<file path="config.mk">
export PLATFORM = sky130hd
export DESIGN_NAME = muldiv_unit_flat
export DESIGN_NICKNAME = d
export VERILOG_FILES = /design/src/rtl/muldiv_unit_if.sv /design/src/rtl/muldiv_unit.sv /design/src/flat_wrapper.sv
export SDC_FILE = /design/constraint.sdc
export NUM_CORES = 1
export LEC_CHECK = 0
export CAP_MARGIN = 20
export CORE_AREA = 2 2 189 191
export CTS_BUF_LIST = sky130_fd_sc_hd__clkbuf_8
export DETAILED_ROUTE_END_ITERATION = 8
export DIE_AREA = 0 0 191 193
export GPL_TIMING_DRIVEN = 0
export PLACE_DENSITY = 0.63
export SLEW_MARGIN = 20
export SYNTH_ARGS = -nofsm -noshare
export SYNTH_HDL_FRONTEND = slang
export SYNTH_SLANG_ARGS = --single-unit
</file>
<file path="constraint.sdc">
create_clock -name clk -period 7.4 [get_ports clk]
set_input_delay 0.74 -clock clk [delete_from_list [all_inputs] [get_ports clk]]
set_output_delay 0.74 -clock clk [all_outputs]
set_load 0.02 [all_outputs]
</file>
<file path="src/rtl/muldiv_unit_if.sv">
// Request/response bundle between the execute stage and the iterative RV-M multiply/divide unit.
interface muldiv_unit_if #(
  parameter int XLEN  = 32,
  parameter int TAG_W = 5
);
  logic             valid_i;
  logic             ready_o;
  logic [2:0]       op_i;
  logic [XLEN-1:0]  a_i;
  logic [XLEN-1:0]  b_i;
  logic [TAG_W-1:0] tag_i;
  logic             kill;
  logic             busy_o;
  logic             valid_o;
  logic [XLEN-1:0]  result_o;
  logic [TAG_W-1:0] tag_o;

  modport master (
    output valid_i, op_i, a_i, b_i, tag_i, kill,
    input  ready_o, busy_o, valid_o, result_o, tag_o
  );

  modport slave (
    input  valid_i, op_i, a_i, b_i, tag_i, kill,
    output ready_o, busy_o, valid_o, result_o, tag_o
  );
endinterface

</file>
<file path="src/rtl/muldiv_unit.sv">
// Iterative RV-M multiply/divide unit: shift-add multiply and restoring divide on operand
// magnitudes, one bit per cycle, with a sign fix-up cycle and a one-cycle result pulse.
module muldiv_unit #(
  parameter int XLEN  = 32,
  parameter int TAG_W = 5
) (
  input  logic         clk,
  input  logic         reset,
  muldiv_unit_if.slave bus
);
  localparam int CNT_W = $clog2(XLEN);
  localparam logic [XLEN-1:0] MIN_VAL = {1'b1, {(XLEN-1){1'b0}}};

  typedef enum logic [1:0] {S_IDLE, S_CALC, S_FIXUP, S_DONE} state_t;

  state_t             state_q, state_d;
  logic [CNT_W-1:0]   cnt_q, cnt_d;
  logic [2:0]         op_q, op_d;
  logic [TAG_W-1:0]   tag_q, tag_d;
  logic [TAG_W-1:0]   rtag_q, rtag_d;
  logic               neg_q, neg_d;
  logic [XLEN-1:0]    opnd_q, opnd_d;
  logic [XLEN-1:0]    result_q, result_d;
  logic [2*XLEN-1:0]  acc_q, acc_d;

  logic               is_div, a_sgn, b_sgn, a_neg, b_neg, div0, ovf, accept;
  logic [XLEN-1:0]    a_mag, b_mag, early_res;
  logic [XLEN:0]      mul_sum, div_shift, div_diff;
  logic [2*XLEN-1:0]  prod;
  logic [XLEN-1:0]    quot, rem, fix_res;

  // Request decode: which operands are signed, their magnitudes, and the early-out cases.
  always_comb begin
    is_div    = bus.op_i[2];
    a_sgn     = is_div ? ~bus.op_i[0] : (bus.op_i[1:0] != 2'b11);
    b_sgn     = is_div ? ~bus.op_i[0] : ~bus.op_i[1];
    a_neg     = a_sgn & bus.a_i[XLEN-1];
    b_neg     = b_sgn & bus.b_i[XLEN-1];
    a_mag     = a_neg ? -bus.a_i : bus.a_i;
    b_mag     = b_neg ? -bus.b_i : bus.b_i;
    div0      = is_div && (bus.b_i == '0);
    ovf       = is_div && ~bus.op_i[0] && (bus.a_i == MIN_VAL) && (bus.b_i == '1);
    if (div0) begin
      early_res = bus.op_i[1] ? bus.a_i : '1;
    end else begin
      early_res = bus.op_i[1] ? '0 : MIN_VAL;
    end
    accept    = bus.valid_i && (state_q == S_IDLE) && !bus.kill;
  end

  // acc holds {partial product, multiplier} for multiply and {remainder, quotient} for divide.
  always_comb begin
    mul_sum   = {1'b0, acc_q[2*XLEN-1:XLEN]} + (acc_q[0] ? {1'b0, opnd_q} : '0);
    div_shift = acc_q[2*XLEN-1:XLEN-1];
    div_diff  = div_shift - {1'b0, opnd_q};
    prod      = neg_q ? -acc_q : acc_q;
    quot      = acc_q[XLEN-1:0];
    rem       = acc_q[2*XLEN-1:XLEN];
    if (!op_q[2]) begin
      fix_res = (op_q[1:0] == 2'b00) ? prod[XLEN-1:0] : prod[2*XLEN-1:XLEN];
    end else if (!op_q[1]) begin
      fix_res = neg_q ? -quot : quot;
    end else begin
      fix_res = neg_q ? -rem : rem;
    end
  end

  always_comb begin
    state_d  = state_q;
    cnt_d    = cnt_q;
    op_d     = op_q;
    tag_d    = tag_q;
    rtag_d   = rtag_q;
    neg_d    = neg_q;
    opnd_d   = opnd_q;
    result_d = result_q;
    acc_d    = acc_q;

    unique case (state_q)
      S_IDLE: begin
        if (accept) begin
          op_d  = bus.op_i;
          tag_d = bus.tag_i;
          if (div0 || ovf) begin
            result_d = early_res;
            rtag_d   = bus.tag_i;
            state_d  = S_DONE;
          end else begin
            cnt_d   = CNT_W'(XLEN - 1);
            opnd_d  = is_div ? b_mag : a_mag;
            acc_d   = {{XLEN{1'b0}}, (is_div ? a_mag : b_mag)};
            neg_d   = (is_div && bus.op_i[1]) ? a_neg : (a_neg ^ b_neg);
            state_d = S_CALC;
          end
        end
      end
      S_CALC: begin
        if (!op_q[2]) begin
          acc_d = {mul_sum, acc_q[XLEN-1:1]};
        end else if (div_diff[XLEN]) begin
          acc_d = {div_shift[XLEN-1:0], acc_q[XLEN-2:0], 1'b0};
        end else begin
          acc_d = {div_diff[XLEN-1:0], acc_q[XLEN-2:0], 1'b1};
        end
        if (cnt_q == '0) begin
          state_d = S_FIXUP;
        end else begin
          cnt_d = cnt_q - 1'b1;
        end
      end
      S_FIXUP: begin
        result_d = fix_res;
        rtag_d   = tag_q;
        state_d  = S_DONE;
      end
      S_DONE: begin
        state_d = S_IDLE;
      end
      default: state_d = S_IDLE;
    endcase

    // A flush drops the op; the visible result and tag stay as they were.
    if (bus.kill) begin
      state_d  = S_IDLE;
      result_d = result_q;
      rtag_d   = rtag_q;
    end
  end

  always_ff @(posedge clk) begin
    if (reset) begin
      state_q  <= S_IDLE;
      cnt_q    <= '0;
      op_q     <= '0;
      tag_q    <= '0;
      rtag_q   <= '0;
      neg_q    <= 1'b0;
      opnd_q   <= '0;
      result_q <= '0;
      acc_q    <= '0;
    end else begin
      state_q  <= state_d;
      cnt_q    <= cnt_d;
      op_q     <= op_d;
      tag_q    <= tag_d;
      rtag_q   <= rtag_d;
      neg_q    <= neg_d;
      opnd_q   <= opnd_d;
      result_q <= result_d;
      acc_q    <= acc_d;
    end
  end

  assign bus.ready_o  = (state_q == S_IDLE);
  assign bus.busy_o   = (state_q == S_CALC) || (state_q == S_FIXUP);
  assign bus.valid_o  = (state_q == S_DONE);
  assign bus.result_o = result_q;
  assign bus.tag_o    = rtag_q;
endmodule

</file>
<file path="src/flat_wrapper.sv">
// flat-port wrapper written by rule: the top's interface ports become plain ports
module muldiv_unit_flat 
#(
  parameter int XLEN  = 32,
  parameter int TAG_W = 5
)
  (clk, reset, bus_valid_i, bus_op_i, bus_a_i, bus_b_i, bus_tag_i, bus_kill, bus_ready_o, bus_busy_o, bus_valid_o, bus_result_o, bus_tag_o);
  muldiv_unit_if #(.XLEN(XLEN), .TAG_W(TAG_W)) bus_i ();
  input  logic clk;
  input  logic reset;
  input wire logic [$bits(bus_i.valid_i)-1:0] bus_valid_i;
  input wire logic [$bits(bus_i.op_i)-1:0] bus_op_i;
  input wire logic [$bits(bus_i.a_i)-1:0] bus_a_i;
  input wire logic [$bits(bus_i.b_i)-1:0] bus_b_i;
  input wire logic [$bits(bus_i.tag_i)-1:0] bus_tag_i;
  input wire logic [$bits(bus_i.kill)-1:0] bus_kill;
  output wire logic [$bits(bus_i.ready_o)-1:0] bus_ready_o;
  output wire logic [$bits(bus_i.busy_o)-1:0] bus_busy_o;
  output wire logic [$bits(bus_i.valid_o)-1:0] bus_valid_o;
  output wire logic [$bits(bus_i.result_o)-1:0] bus_result_o;
  output wire logic [$bits(bus_i.tag_o)-1:0] bus_tag_o;
  assign bus_i.valid_i = bus_valid_i;
  assign bus_i.op_i = bus_op_i;
  assign bus_i.a_i = bus_a_i;
  assign bus_i.b_i = bus_b_i;
  assign bus_i.tag_i = bus_tag_i;
  assign bus_i.kill = bus_kill;
  assign bus_ready_o = bus_i.ready_o;
  assign bus_busy_o = bus_i.busy_o;
  assign bus_valid_o = bus_i.valid_o;
  assign bus_result_o = bus_i.result_o;
  assign bus_tag_o = bus_i.tag_o;
  muldiv_unit #(.XLEN(XLEN), .TAG_W(TAG_W)) u_core (.clk(clk), .reset(reset), .bus(bus_i));
endmodule
</file>
==> impl_results.md, run 1 <==
- RSZ-0062 raised after global routing: no
- Sw Pwr: around 1.1 mW
- Fin crit period: around 5.3 ns
- Syn nets: around 2,300
- Relative slew slack: 0.198
- Clk slew on worst S/H paths: approximately 0.11 ns
- FF+latch area: between 2000 and 3000 µm²
- Remaining Overflow, GRT: 0
- Pleak: about 6.4 nW
- Crit path cell chain: clkbuf_1 -> inv_1 -> fa_1 -> nand2b_1 -> a21oi_1 -> o21bai_1 -> o41ai_2 -> a32oi_1 -> a211oi_1 -> clkbuf_1 -> buf_2 -> nand3_1 -> o211ai_1
- Max_cap viols: 0
- DP Worst Slack: between 2 and 2.5 ns
- CP top delay family: compound AO/OA/AOI/OAI gates
- CTS Buf Count: 17
- Final Hold Fails: 0
- Post-synthesis sequential area ratio: 0.192
- GPL Wtd Cong: 1.05
- Worst Path Class, Setup: flop to flop
- Skew final: ~0.02 ns
- Design area: 17,600 µm²
- Port Buffers: 112
- Final antenna-violating net count: 0
- Worst path required time: slightly below 8 ns
- Worst-skew pair later-pin latency: ~0.5 ns
- Synth cell types: between 80 and 90
- Largest family of logic cells by synthesized area: compound AO/OA/AOI/OAI gates
- Hold Crit Class: flop to flop
- Post-Synth Simple-Gate Area: 0.232
- Via density: around 6.6
- CTS tree: done
- DRT iter0 DRCs: between 2,000 and 2,500
- Io pins: between 100 and 150
- P_int: 1.42 mW
- Max-slew violations: 0
- Highest clock rate: between 0.15 and 0.2 GHz
- Pre-antenna DRT Iters: 6
- Pin count of the biggest net entering global routing: 17
- Overall routing resource usage: 0.410
- Area leader, netlist: dfxtp_1
- Area share of the largest cell type after synthesis: 0.192
- Dpl hpwl: slightly above 60,000 µm
- Flops & latches, synth: approximately 150
- Nets: 2,467
- VDD IR-drop max: ~0.12 mV
- Adder-Cell Fraction of Synth Area: 0.0630
- Die X: ~190 µm
- Vias in the first global route: about 17,000
- Setup TNS: 0 ns
- Starting Density: 0.444
- Net Sw Frac: 0.432
- Number of synthesis warnings: 0
- Combinational share of power: 0.379
- Compound-Gate Fraction of Synth Area: 0.288
- Area growth, synth to finish: 13.5%
- Final worst path period share: 0.716
- Buf/Inv on CP: 4
- CTS sink cnt: approximately 150
- Die area: about 37,000 µm²
- Total vias in the final route: roughly 18,000
- Worst path slowest cell: o41ai_2
- Worst-Margin Slew: between 1 and 1.5 ns
- Die height: 193 µm
- Clk buf depth: 2
- CP max stage delay: between 0.7 and 0.8 ns
- Core box area: between 30,000 and 40,000 µm²
- EDFF count, synth: 0
- Cell Rows: just under 70
- H-tree depth: 4
- Clk pwr share: 0.264
- DRC Markers: 0
- Post-synthesis mux area share: 0.0595
- Dominant synthesized flop cell: dfxtp_1
- Crit path max fanout: 10
- Post-synth ARST share: 0
- Mapped Area: around 16,000 µm²
- Crit path launch type: flop
- Critical Path AT: 5.73 ns
- Most area-consuming cells after synthesis: dfxtp_1 19%, nor2_1 6.2%, ha_1 6.0%
- Post-synthesis cell count: ~2,200
- Initial antenna violation count: 1
- Post-synthesis xor/xnor area fraction: 0.102
- Routed wire length: between 70,000 and 80,000 µm
- Filler instances: between 3,000 and 4,000
- Area taken by multi-input logic gates: 11,600 µm²
- First-pass GRT wire length: 110,000 µm
- Post-CTS Setup Bufs: 0
- Status: complete, no violations
- Ratio of cells with drive above 1 in the final layout: 0.0443
- # setup viols final: 0
- PwrDens: 142 nW/µm²
- Area after DPL: 17,200 µm²
- Root buffer cell: clkbuf_8
- Seq pwr share: 0.357
- Final core utilization: 0.504
- CP endpoint kind: flop
- Hold buffer count at CTS: 0
- Post-route setup slack: roughly 2.1 ns
- Syn Area/Cell: between 7 and 8 µm²
- Critical Path Most Common Cell: clkbuf_1
- Post-CTS sizing: 0
- WL per Instance: 27.6 µm
## cell usage after synthesis (13+ instances only)
library cell  instances
inv_1                79
and2_1               20
buf_2                16
a31oi_1              15
and3_1               14
mux2i_1              63
mux2_2               22
o21ai_0             160
nor4_1               24
a211o_1              13
a21oi_1             150
o211ai_1             28
nand2_1             194
nand2b_1             21
o31ai_1              38
nand3_1              41
nand4_1              31
a21o_1               29
a311oi_1             29
xnor2_1              97
dfxtp_1             149
nor3_1               58
nor2_1              257
xor2_1               83
or3_1                28
ha_1                 75
nor2b_1              15
o41ai_1              17
clkbuf_1            144
a211oi_1             74
## flip-flops by register name, summed over array words and instances (netlist names)
signal               cells
u_core.op_q              3
u_core.opnd_q           32
u_core.acc_q            64
u_core.bus.tag_o         5
u_core.bus.result_o     32
u_core.state_q           2
u_core.cnt_q             5
u_core.tag_q             5
u_core.neg_q             1
## final timing paths
check | start | to | slack [ns] | cells past startpoint
max | u_core.acc_q[32]$_SDFFE_PP0P_ | u_core.acc_q[57]$_SDFFE_PP0P_ | 2.11 | 13
min | u_core.bus.result_o[14]$_SDFFE_PP0P_ | u_core.bus.result_o[14]$_SDFFE_PP0P_ | 0.46 | 2
max reg2reg | u_core.acc_q[32]$_SDFFE_PP0P_ | u_core.acc_q[57]$_SDFFE_PP0P_ | 2.11 | 13
min reg2reg | u_core.bus.result_o[14]$_SDFFE_PP0P_ | u_core.bus.result_o[14]$_SDFFE_PP0P_ | 0.46 | 2
## metal layers
layer  GRT usage  share of wire  vias to the layer above
li1            -              -                     8255
met1       0.538           0.41                     8795
met2       0.616           0.42                     1108
met3      0.0932           0.11                      229
met4       0.241          0.064                        0
met5           0              0                        -
## tightest hold or removal path, delay by kind of cell, from the launching register on
family             cells  cell delay [ns]
AOI/OAI and AO/OA      1             0.05
DFF                    1             0.32
and+or+nand+nor        1             0.05
## cells in the final DEF, fill, tap and decap left out, types with 74 or more instances in the layout
master and n:
nand2_1 194, a21oi_1 150, ha_1 75, nor2_1 257, o21ai_0 160, inv_1 79
xnor2_1 97, xor2_1 83, a211oi_1 74, clkbuf_1 144, clkdlybuf4s50_1 112, dfxtp_1 149
## power by group through the flow
| stage | Sequential, mW | Combinational (mW) | Clock (mW) |
|---|---|---|---|
| 2_1_floorplan | 0.888 | 0.573 | 0 |
| 3_3_place_gp | 0.906 | 0.906 | 0 |
| 3_5_place_dp | 0.908 | 0.908 | 0 |
| 4_1_cts | 0.889 | 0.912 | 0.659 |
| 5_1_grt | 0.896 | 0.998 | 0.693 |
| 6_report | 0.893 | 0.947 | 0.660 |
## logic make-up (layout without fill, tap and decap cells)
| family | after synthesis | after routing |
|---|---|---|
| AO/OA/AOI/OAI | 675 | 675 |
| XOR/XNOR | 180 | 180 |
| adder cells (fa/ha/maj) | 77 | 77 |
| buffers and inverters | 254 | 398 |
| flip-flops | 149 | 149 |
| multiplexers | 87 | 87 |
| other | 0 | 1 |
| AND/OR/NAND/NOR | 761 | 761 |
## metrics by stage
| step | hold WS (ns) | cells | power [mW] |
|---|---|---|---|
| after CTS | 0.461 | 2788 | 2.46 |
| after floorplan | 0.432 | 2183 | 1.46 |
| after global placement | 0.443 | 2756 | 1.81 |
| after detailed placement | 0.448 | 2756 | 1.82 |
| final | 0.461 | 2789 | 2.50 |
| after global routing | 0.473 | 2788 | 2.59 |
## cell type report
type                            count  area share
Antenna cell                        1    0.000142
Buffer                            172      0.0389
Clock buffer                       18      0.0141
Clock inverter                     14     0.00760
Inverter                           82      0.0175
Multi-Input combinational cell   1780       0.656
Sequential cell                   149       0.169
Tap cell                          461      0.0327
Timing Repair Buffer              112      0.0636
Power figures use the tool's default switching activity.
==> run 2, diff against run 1 <==
- PLACE_DENSITY: 0.63 -> 0.65
- clock period: 7.4 -> 4.65 ns (I/O delays scaled with it)
==> impl_results.md, run 2 (synthesized netlist as in run 1, its figures left out) <==
- Max-slew violations: 0 (unchanged)
- DRT iter0 DRCs: 2,140 (-5.7%)
- CP top delay family: buffers and inverters
- N_diodes: 0 (-1)
- Starting Density: 0.444 (unchanged)
- Remaining Overflow, GRT: 0 (unchanged)
- Relative slew slack: 0.319 (+0.121)
- Highest clock rate: 0.218 GHz
- Root buffer cell: clkbuf_8
- CP endpoint kind: flop
- WL per Instance: 27.9 µm (+1.2%)
- Vias in the first global route: 17,015 (+2.3%)
- Initial antenna violation count: 0 (-1)
- Worst R2R Path Depth: 13 (unchanged)
- Die X: 191 µm (unchanged)
- Filler instances: 3,639 (+0.47%)
- Worst Path Class, Setup: primary input to flop
- Total vias in the final route: 18,460 (+0.40%)
- Cells after DPL: 2,756 (unchanged)
- Worst-Margin Slew: 1.02 ns (-0.167 ns)
- Status: complete, no violations
- Final antenna-violating net count: 0 (unchanged)
- First-pass GRT wire length: 112,000 µm (+1.2%)
- Crit path max fanout: 10 (unchanged)
- Hold Crit Class: primary input to flop
- Cell Rows: 69 (unchanged)
- Crit path launch type: primary input
- PwrDens: 236 nW/µm² (+66%)
- Hold Path Cell Cnt: 3 (+1)
- Worst-skew pair later-pin latency: 0.54 ns (+0.03 ns)
- Max_cap viols: 0 (unchanged)
- VDD IR-drop max: 0.204 mV (+72%)
- Number of flip-flops in the largest register: 64 (unchanged)
- FF+latch area: 2980 µm² (unchanged)
- Port Buffers: 112 (unchanged)
- Fin crit period: between 4 and 5 ns
- CTS tree: done
- Final core utilization: 0.507 (+0.00340)
- Io pins: 116 (unchanged)
- Pleak: 6.44 nW (+0.93%)
- Commonest non-fill, non-tap cell in the layout: nor2_1
- Worst path slowest cell: clkdlybuf4s50_1
- Overall routing resource usage: 0.415 (+0.00505)
- DRC Markers: 0 (unchanged)
- Most flop-heavy register: u_core.acc_q
- Final Hold Fails: 0 (unchanged)
- CP max stage delay: 0.66 ns (-0.11 ns)
- Commonest non-fill, non-tap cells in the layout: 257 x nor2_1, 194 x nand2_1, 160 x o21ai_0, 150 x a21oi_1, 149 x dfxtp_1
- GPL Wtd Cong: 1.03 (-1.9%)
- H-tree depth: 4 (unchanged)
- Skew final: 0.0215 ns (+0.00101 ns)
- Tot Pwr: 4.18 mW (+67%)
- Via density: 6.62 (+0.43%)
- Ratio of cells with drive above 1 in the final layout: 0.0498 (+0.00559)
- Core box area: 35,000 µm² (unchanged)
- Final worst path period share: 0.987
- Critical Path AT: 5.00 ns (-0.73 ns)
- Crit path cell chain: clkdlybuf4s50_1 -> inv_1 -> ha_1 -> or3b_2 -> nand4b_1 -> or3_1 -> clkbuf_1 -> o211ai_1 -> buf_4 -> clkbuf_1 -> clkbuf_1 -> a211oi_1 -> a21oi_1 -> nor2_1
- Nets: 2,467 (unchanged)
- Clk slew on worst S/H paths: 0.11 ns (about the same)
- Fin cells: 2,788 (-0.036%)
- Pin count of the biggest net entering global routing: 17 (unchanged)
- Reg2reg setup slack: 0.21 ns (-1.90 ns)
- Worst path required time: 5.06 ns (-2.77 ns)
- Critical Path Most Common Cell: clkbuf_1
- Levels on crit path: 14 (+1)
- Clk buf depth: 2 (unchanged)
- Area growth, synth to finish: 14.2%
- # setup viols final: 0 (unchanged)
- Pre-antenna DRT Iters: 6 (unchanged)
- Final hold slack: 0.442 ns (-0.0198 ns)
- Die area: 36,900 µm² (unchanged)
- Routed wire length: 77,900 µm (+1.1%)
- Area taken by multi-input logic gates: 11,600 µm² (+0.40%)
- Dpl hpwl: 62,200 µm (+0.10%)
- CTS sink cnt: 149 (unchanged)
- CTS Buf Count: 17 (unchanged)
- Die height: 193 µm (unchanged)
- Buf/Inv on CP: 6 (+2)
run 2: cell count changes in the layout (fill, tap and decap cells not counted), moves of 2 or more:
cell,before,now
bufinv_16,0,3
clkbuf_1,144,136
clkbuf_2,0,7
clkinv_4,3,0
inv_6,6,4
inv_8,3,5
run 2: worst register-to-register path, stage by stage, from the launching register on:
cell	delay, ns
dfxtp_1	0.43
clkbuf_2	0.26
inv_1	0.16
fa_1	0.48
nand2b_1	0.19
a21oi_1	0.20
o21bai_1	0.23
o41ai_4	0.53
a32oi_1	0.19
a211oi_4	0.46
clkbuf_2	0.42
buf_2	0.39
nand3_1	0.18
o211ai_1	0.24
run 2: layer usage:
metal	GRT usage	up-vias	routed length, µm
li1	-	8238	-
met1	0.526	8833	31100
met2	0.627	1138	33200
met3	0.109	251	8160
met4	0.262	0	5450
met5	0	-	0
run 2: metrics by stage:
stage          worst slack [ns]  TNS [ns]  instance area, µm²
2_1_floorplan             0.791         0               15500
3_3_place_gp             -0.646    -19.40               17200
3_5_place_dp             -0.735    -22.07               17200
4_1_cts                 0.00175         0               17700
5_1_grt                 -0.0347   -0.0422               17700
6_report                 0.0583         0               17700
run 2: final timing paths:
check                                               to                            startpoint
setup reg to reg         u_core.acc_q[57]$_SDFFE_PP0P_         u_core.acc_q[32]$_SDFFE_PP0P_
setup / recovery        u_core.opnd_q[17]$_SDFFE_PP0P_                            bus_a_i[0]
hold reg to reg   u_core.bus.result_o[13]$_SDFFE_PP0P_  u_core.bus.result_o[13]$_SDFFE_PP0P_
hold / removal             u_core.op_q[1]$_SDFFE_PP0P_                           bus_op_i[1]
run 2: final cells by class:
type	count	share of cell area
Buffer	171	0.0389
Timing Repair Buffer	113	0.0636
Clock inverter	15	0.0119
Tap cell	461	0.0325
Multi-Input combinational cell	1780	0.654
Clock buffer	17	0.0132
Inverter	82	0.0174
Sequential cell	149	0.168
run 2: timing repair:
item                       in CTS  in global routing
hold buffers                    0                  0
pin swaps                       0                  1
setup endpoints to repair      32                 44
resized for setup               6                 14
setup buffers                   0                  1
run 2: where the power goes:
part / total [mW] / internal, mW / switching [mW]
Sequential: 1.42 / 1.34 / 0.0841
Clock: 1.22 / 0.558 / 0.667
Combinational: 1.53 / 0.519 / 1.01
Total: 4.18 / 2.41 / 1.76
